[src/rtl/neuron_weight_mult_pkg.sv]
// ---------------------------------------------------------------------------
// neuron_weight_mult_pkg
// Shared types and helpers for the neuron_weight_mult block.
//   state_t   : control FSM states (IDLE, MULTIPLY, DRAIN, DONE)
//   cnt_width : width of a counter that must be able to hold 0..num_inputs
// ---------------------------------------------------------------------------
package neuron_weight_mult_pkg;

   typedef enum logic [1:0] {
      IDLE     = 2'd0,
      MULTIPLY = 2'd1,
      DRAIN    = 2'd2,
      DONE     = 2'd3
   } state_t;

   // Counters run up to num_inputs inclusive, hence the +1.
   function automatic int cnt_width(input int num_inputs);
      return $clog2(num_inputs + 1);
   endfunction

endpackage

[src/rtl/neuron_weight_mult_mul.sv]
// ---------------------------------------------------------------------------
// fixed_point_mul
// Registered signed WIDTH x WIDTH multiplier with a one-cycle valid pipe.
// Scaling and width reduction are left to the caller.
// Ports:
//   CLK           : clock, rising edge
//   RSTN          : synchronous active-low reset
//   op_a, op_b    : signed operands
//   op_valid      : operands are valid this cycle
//   product       : registered full-width signed product (2*WIDTH bits)
//   product_valid : high for one cycle per accepted operand pair
// ---------------------------------------------------------------------------
module fixed_point_mul
   import neuron_weight_mult_pkg::*;
#(
   parameter int WIDTH = 8
) (
   input  logic                      CLK,
   input  logic                      RSTN,
   input  logic signed [WIDTH-1:0]   op_a,
   input  logic signed [WIDTH-1:0]   op_b,
   input  logic                      op_valid,
   output logic signed [2*WIDTH-1:0] product,
   output logic                      product_valid
);

   logic signed [2*WIDTH-1:0] product_reg;
   logic                      product_valid_reg;

   always_ff @(posedge CLK) begin
      if (!RSTN) begin
         product_reg       <= '0;
         product_valid_reg <= 1'b0;
      end else begin
         product_valid_reg <= op_valid;
         if (op_valid) begin
            // Both operands are signed, so they are sign-extended to the
            // 2*WIDTH context before multiplying.
            product_reg <= op_a * op_b;
         end
      end
   end

   assign product       = product_reg;
   assign product_valid = product_valid_reg;

endmodule

[src/rtl/neuron_weight_mult.sv]
// ---------------------------------------------------------------------------
// neuron_weight_mult
// Multiplies a vector of activations by a vector of weights element-wise
// through one shared registered multiplier, rescales each product by
// FRAC_BITS and publishes the whole result vector at once.
//
// Parameters:
//   WIDTH      : operand/product width (signed), default 8
//   FRAC_BITS  : fractional bits, 0 < FRAC_BITS < WIDTH, default 3
//   NUM_INPUTS : vector length, >= 2, default 16
// Ports:
//   CLK          : clock, rising edge
//   RSTN         : synchronous active-low reset
//   VALUES_IN    : signed activations, captured when a request is accepted
//   WEIGHTS_IN   : signed weights, captured together with VALUES_IN
//   VALID_IN     : request, only sampled while idle
//   PRODUCTS_OUT : result vector, held between completions
//   VALID_OUT    : one-cycle pulse when PRODUCTS_OUT is refreshed
//   BUSY_OUT     : high whenever the FSM is not idle
// Build option:
//   SATURATION_EN : when defined, rescaled products clamp to the signed
//                   WIDTH range; otherwise the low WIDTH bits are kept.
//
// Timing (E0 = accepting edge): issues at E1..EN, writebacks at
// E2..E(N+1), PRODUCTS_OUT/VALID_OUT at E(N+2).
// ---------------------------------------------------------------------------
module neuron_weight_mult
   import neuron_weight_mult_pkg::*;
#(
   parameter int WIDTH      = 8,
   parameter int FRAC_BITS  = 3,
   parameter int NUM_INPUTS = 16
) (
   input  logic                    CLK,
   input  logic                    RSTN,
   input  logic signed [WIDTH-1:0] VALUES_IN    [NUM_INPUTS],
   input  logic signed [WIDTH-1:0] WEIGHTS_IN   [NUM_INPUTS],
   input  logic                    VALID_IN,
   output logic signed [WIDTH-1:0] PRODUCTS_OUT [NUM_INPUTS],
   output logic                    VALID_OUT,
   output logic                    BUSY_OUT
);

   localparam int CW = cnt_width(NUM_INPUTS);
   localparam int IW = $clog2(NUM_INPUTS);

   state_t                    state_reg;
   logic [CW-1:0]             issue_cnt_reg;
   logic [CW-1:0]             wb_cnt_reg;
   logic [CW-1:0]             wb_cnt_next;
   logic                      valid_out_reg;

   logic                      accept;
   logic                      in_done;
   logic                      mul_valid;
   logic [IW-1:0]             issue_idx;
   logic [IW-1:0]             wb_idx;
   logic signed [WIDTH-1:0]   mul_a;
   logic signed [WIDTH-1:0]   mul_b;
   logic signed [2*WIDTH-1:0] product;
   logic                      product_valid;
   logic signed [2*WIDTH-1:0] scaled;
   logic signed [WIDTH-1:0]   reduced;

   logic signed [WIDTH-1:0]   value_bus  [NUM_INPUTS];
   logic signed [WIDTH-1:0]   weight_bus [NUM_INPUTS];

   assign accept    = (state_reg == IDLE) && VALID_IN;
   assign in_done   = (state_reg == DONE);
   assign mul_valid = (state_reg == MULTIPLY);
   assign BUSY_OUT  = (state_reg != IDLE);
   assign VALID_OUT = valid_out_reg;

   // Counters never index past NUM_INPUTS-1 while they are used as
   // indices, so the low IW bits are sufficient.
   assign issue_idx   = issue_cnt_reg[IW-1:0];
   assign wb_idx      = wb_cnt_reg[IW-1:0];
   assign wb_cnt_next = wb_cnt_reg + CW'(product_valid);

   assign mul_a = value_bus[issue_idx];
   assign mul_b = weight_bus[issue_idx];

   fixed_point_mul #(
      .WIDTH (WIDTH)
   ) u_mul (
      .CLK           (CLK),
      .RSTN          (RSTN),
      .op_a          (mul_a),
      .op_b          (mul_b),
      .op_valid      (mul_valid),
      .product       (product),
      .product_valid (product_valid)
   );

   // Arithmetic shift: rounds toward minus infinity.
   assign scaled = product >>> FRAC_BITS;

`ifdef SATURATION_EN
   localparam logic signed [2*WIDTH-1:0] SAT_MAX = {{(WIDTH+1){1'b0}}, {(WIDTH-1){1'b1}}};
   localparam logic signed [2*WIDTH-1:0] SAT_MIN = {{(WIDTH+1){1'b1}}, {(WIDTH-1){1'b0}}};

   always_comb begin
      reduced = scaled[WIDTH-1:0];
      if (scaled > SAT_MAX) begin
         reduced = {1'b0, {(WIDTH-1){1'b1}}};
      end else if (scaled < SAT_MIN) begin
         reduced = {1'b1, {(WIDTH-1){1'b0}}};
      end
   end
`else
   // Two's-complement wrap: keep only the low WIDTH bits.
   assign reduced = WIDTH'(scaled);
`endif

   // Control FSM. DRAIN looks at the counter value after this cycle's
   // writeback so DONE is entered on the same edge as the last writeback,
   // which lets PRODUCTS_OUT update exactly N+2 edges after acceptance.
   always_ff @(posedge CLK) begin
      if (!RSTN) begin
         state_reg     <= IDLE;
         issue_cnt_reg <= '0;
         wb_cnt_reg    <= '0;
         valid_out_reg <= 1'b0;
      end else begin
         valid_out_reg <= 1'b0;
         if (product_valid) begin
            wb_cnt_reg <= wb_cnt_next;
         end
         case (state_reg)
            IDLE: begin
               if (VALID_IN) begin
                  issue_cnt_reg <= '0;
                  wb_cnt_reg    <= '0;
                  state_reg     <= MULTIPLY;
               end
            end
            MULTIPLY: begin
               issue_cnt_reg <= issue_cnt_reg + CW'(1);
               if (issue_cnt_reg == CW'(NUM_INPUTS - 1)) begin
                  state_reg <= DRAIN;
               end
            end
            DRAIN: begin
               if (wb_cnt_next == CW'(NUM_INPUTS)) begin
                  state_reg <= DONE;
               end
            end
            DONE: begin
               valid_out_reg <= 1'b1;
               state_reg     <= IDLE;
            end
            default: state_reg <= IDLE;
         endcase
      end
   end

   // Per-lane storage: captured operands, the work array that collects
   // writebacks, and the published copy that downstream reads while the
   // next vector is being computed.
   genvar gi;
   generate
      for (gi = 0; gi < NUM_INPUTS; gi++) begin : g_lane
         logic signed [WIDTH-1:0] value_reg;
         logic signed [WIDTH-1:0] weight_reg;
         logic signed [WIDTH-1:0] work_reg;
         logic signed [WIDTH-1:0] products_reg;

         always_ff @(posedge CLK) begin
            if (!RSTN) begin
               value_reg    <= '0;
               weight_reg   <= '0;
               work_reg     <= '0;
               products_reg <= '0;
            end else begin
               if (accept) begin
                  value_reg  <= VALUES_IN[gi];
                  weight_reg <= WEIGHTS_IN[gi];
               end
               if (product_valid && (wb_idx == IW'(gi))) begin
                  work_reg <= reduced;
               end
               if (in_done) begin
                  products_reg <= work_reg;
               end
            end
         end

         assign value_bus[gi]    = value_reg;
         assign weight_bus[gi]   = weight_reg;
         assign PRODUCTS_OUT[gi] = products_reg;
      end
   endgenerate

endmodule
[config.mk]
export PLATFORM = sky130hd
export DESIGN_NAME = neuron_weight_mult
export DESIGN_NICKNAME = d
export VERILOG_FILES = /design/src/rtl/neuron_weight_mult_pkg.sv /design/src/rtl/neuron_weight_mult_mul.sv /design/src/rtl/neuron_weight_mult.sv
export SDC_FILE = /design/constraint.sdc
export NUM_CORES = 1
export LEC_CHECK = 0
export CAP_MARGIN = 40
export CORE_MARGIN = 4
export CORE_UTILIZATION = 35
export DETAILED_ROUTE_END_ITERATION = 7
export PLACE_DENSITY = 0.64
export SYNTH_ARGS = -nofsm -noshare
export SYNTH_HDL_FRONTEND = slang
export SYNTH_SLANG_ARGS = --single-unit
[constraint.sdc]
create_clock -name CLK -period 12.07 [get_ports CLK]
set_input_delay 1.8105 -clock CLK [delete_from_list [all_inputs] [get_ports CLK]]
set_output_delay 1.8105 -clock CLK [all_outputs]
set_load 0.03 [all_outputs]
==> out/qor.yml <==
status: "finished, final reports clean"
rsz0062_at_grt: "false"
insertion_delay_ns: 0.62
slowest_stage: "buf_4"
worstSetupPathType: "reg2reg"
gp_congestion: 0.864
drtIter0Drc: 1425
fmax_mhz: 142
synth_top_flop_cell: "dfxtp_1"
switching_share_pct: 30.7
peakVddDrop_uv: 111
worst_slew_pin_slew_ns: 1.33
cts_made_buffers: 57
holdBufCountCts: 0
synthArstFlopShare_pct: 0
postSynthCellCount: 2416
critPathRequiredTime_ns: 12.55
grt_first_pass_wirelength_mm: 102
cts.reportedPaths.clkPinSlew_ns: 0.06
drc: 0
fill_cells: 6281
num_vias: 17500
powerDensity_nw_per_um2: 165
ys.warnings.count: 0
whs_ns: 0.465
hold_path.class: "reg2reg"
syn_area_um2: 23700
cp.arrival_ns: 7.51
grt_pass1_vias: 17600
port_buffers: 388
die_w_um: 268
seq_area_frac_synth_pct: 45.1
synth-seq-cells: 534
maxCapViolCount: 0
final_net_count: 3032
r2r_slack_ns: 5.04
slew_headroom_pct: 11.3
die_area_um2: 72000
worst_r2r_endpoint: "u_mul.product[10]$_SDFFE_PN0P_"
core_um2: 67200
post-route-min-period_ns: 7.03
clk_path_buf_depth: 3
synth_edf_count: 0
initial_utilization_pct: 35.3
synth.distinct_cells: 56
place_hpwl_mm: 48.9
use_met1_pct: 23.5
crit_path_max_fanout: 58
p_clk_share_pct: 35.7
slew_viol_final: 0
finalSetupViolations: 0
drive_gt1_share_pct: 8.01
critical_path.endpoint: "u_mul.product[10]$_SDFFE_PN0P_"
p_total_uw: 4980
finalHoldViolCount: 0
worst_setup_path_end_kind: "flip-flop"
met2_usage_pct: 30.2
p_sw_uw: 1530
drt_pass1_iterations: 5
grtUsageMet3_pct: 3.49
post-route-period-util_pct: 58.3
cts-root-buf: "clkbuf_16"
cts_tree: "done"
cts.sink_count: 534
p_comb_share_pct: 22.8
grt_max_degree: 292
vias_per_cell: 4.81
p_int_uw: 3450
syn_to_final_growth_pct: 27.5
multi_input_area_um2: 12000
die-height_um: 268
skew_ns: 0.0285
tns_ns: 0
ant_nets: 0
antenna_found_initial: 4
crit_chain: "buf_4, mux4_2, mux2_2, a21oi_1, nor2_1, fa_1, inv_1, fa_1, inv_1, fa_1, inv_1, fa_1, inv_1, ha_1, a21oi_1, o21bai_1, a21oi_1, xnor2_1, xnor3_1, xnor3_1, a21oi_1"
syn_area_per_cell_um2: 9.81
cts_setup_buffers: 0
p_leak_uw: 0.0107
gr-max-usage-layer: "met2"
p_seq_share_pct: 41.5
regArea_um2: 10700
grtUsageTotal_pct: 18.1
cpPeakStageDelay_ns: 0.68
timing.rr.start: "issue_cnt_reg[1]$_SDFFE_PN0P_"
syn-num-nets: 2735
io_pins: 389
cts_resized: 0
wl_mm: 67.2
htreeDepth: 2
avgRoutedWirePerCell_um: 18.5
grt-ovfl-total: 0
crit_start: "issue_cnt_reg[1]$_SDFFE_PN0P_"
reg2regPathDepth: 21
start_kind: "flip-flop"
rows: 95
-- worst max-delay path, delay by kind of cell, from the launching register on --
kind	cells	cell delay [ns]
adders and majority gates	5	2.33
muxes	2	0.91
AOI/OAI and AO/OA	5	1.15
DFF	1	0.49
buffers and inverters	5	0.88
and+or+nand+nor	1	0.15
xor gates and xnor gates	3	0.96
-- worst min-delay path by stage --
stage	from	end	slack [ns]	depth (start not counted)
after floorplan	g_lane[9].value_reg[3]$_SDFFE_PN0P_	g_lane[9].value_reg[3]$_SDFFE_PN0P_	0.44	2
after global placement	g_lane[1].value_reg[3]$_SDFFE_PN0P_	g_lane[1].value_reg[3]$_SDFFE_PN0P_	0.45	2
after detailed placement	g_lane[3].weight_reg[2]$_SDFFE_PN0P_	g_lane[3].weight_reg[2]$_SDFFE_PN0P_	0.46	2
after CTS	g_lane[3].weight_reg[2]$_SDFFE_PN0P_	g_lane[3].weight_reg[2]$_SDFFE_PN0P_	0.47	2
after global routing	g_lane[10].weight_reg[7]$_SDFFE_PN0P_	g_lane[10].weight_reg[7]$_SDFFE_PN0P_	0.48	2
final	g_lane[10].weight_reg[7]$_SDFFE_PN0P_	g_lane[10].weight_reg[7]$_SDFFE_PN0P_	0.46	2
-- layout make-up --
| cell class | instances | share of cell area [%] |
|---|---|---|
| multi-input cells | 1643 | 39.8 |
| flip-flops and latches | 534 | 35.4 |
| repair buffers | 419 | 14.0 |
| clock buffers | 81 | 5.52 |
| well taps | 873 | 3.61 |
| clock inverters | 23 | 0.861 |
| inverters | 58 | 0.720 |
| diodes | 3 | 0.0248 |
-- synthesized netlist by cell type (13+ instances only) --
library cell | n | area, µm²
nand2_1 | 549 | 2060
dfxtp_1 | 534 | 10700
nor2b_1 | 276 | 1730
a21boi_0 | 264 | 1980
mux2i_1 | 261 | 2610
clkbuf_1 | 144 | 541
mux4_2 | 62 | 1400
inv_1 | 57 | 214
nor2_1 | 38 | 143
fa_1 | 31 | 621
ha_1 | 29 | 363
buf_1 | 17 | 63.8
mux2_2 | 14 | 158
nand3_1 | 13 | 65.1
-- power groups by stage --
stage / combinational [µW] / clock, µW / sequential [µW]
after floorplan: 797 / 0 / 2030
after global placement: 1090 / 0 / 2110
after detailed placement: 1140 / 0 / 2110
after CTS: 1150 / 1830 / 2070
after global routing: 1250 / 1900 / 2080
final: 1130 / 1780 / 2070
-- cell families after synthesis --
| kind of cell | after synthesis | synth area share (%) |
|---|---|---|
| AO/OA/AOI/OAI | 305 | 9.81 |
| adder cells (fa/ha/maj) | 60 | 4.15 |
| buffers and inverters | 239 | 4.22 |
| multiplexers | 340 | 17.8 |
| AND/OR/NAND/NOR | 920 | 18.1 |
| XOR/XNOR | 18 | 0.781 |
| flip-flops | 534 | 45.1 |
-- through the flow --
step	instances	setup slack (ns)	utilization, %	area [µm²]
floorplan	2416	5.61	-	23700
global placement	3511	5.04	41.8	28100
detailed placement	3527	4.99	42.1	28300
CTS	3631	5.00	45.0	30200
global route	3631	4.68	45.0	30200
finish	3634	5.04	45.0	30200
-- placed cells by master, fill, tap and decap left out, types with 3 or more instances in the layout --
cell type,Yosys,final
mux4_2,62,62
buf_8,2,4
mux2_2,14,14
nand3_1,13,13
clkinv_2,0,11
xor2_1,4,4
buf_4,3,22
nor2b_1,276,276
clkbuf_16,0,58
bufinv_16,0,4
mux2i_1,261,261
ha_1,29,28
a21oi_1,7,7
clkinvlp_4,0,3
diode_2,0,3
nand2b_1,7,7
and3_1,5,5
clkdlybuf4s50_1,0,387
o21ai_0,7,7
and2b_1,7,7
a221oi_2,3,3
nand2_1,549,548
and2_1,11,10
xnor2_1,12,12
a21o_1,3,3
o221ai_1,4,4
dfxtp_1,534,531
clkbuf_8,0,13
nor2_1,38,38
a21boi_0,264,264
fa_1,31,31
inv_1,57,57
clkbuf_1,144,10
or3_1,3,3
buf_16,0,4
-- layer usage --
| layer | up-vias | wire length, µm |
|---|---|---|
| met3 | 108 | 3670 |
| met4 | 0 | 2350 |
| met1 | 8238 | 29700 |
| li1 | 8623 | - |
| met5 | - | 0 |
| met2 | 511 | 31500 |
No activity file was read; power rests on OpenSTA's default activity.
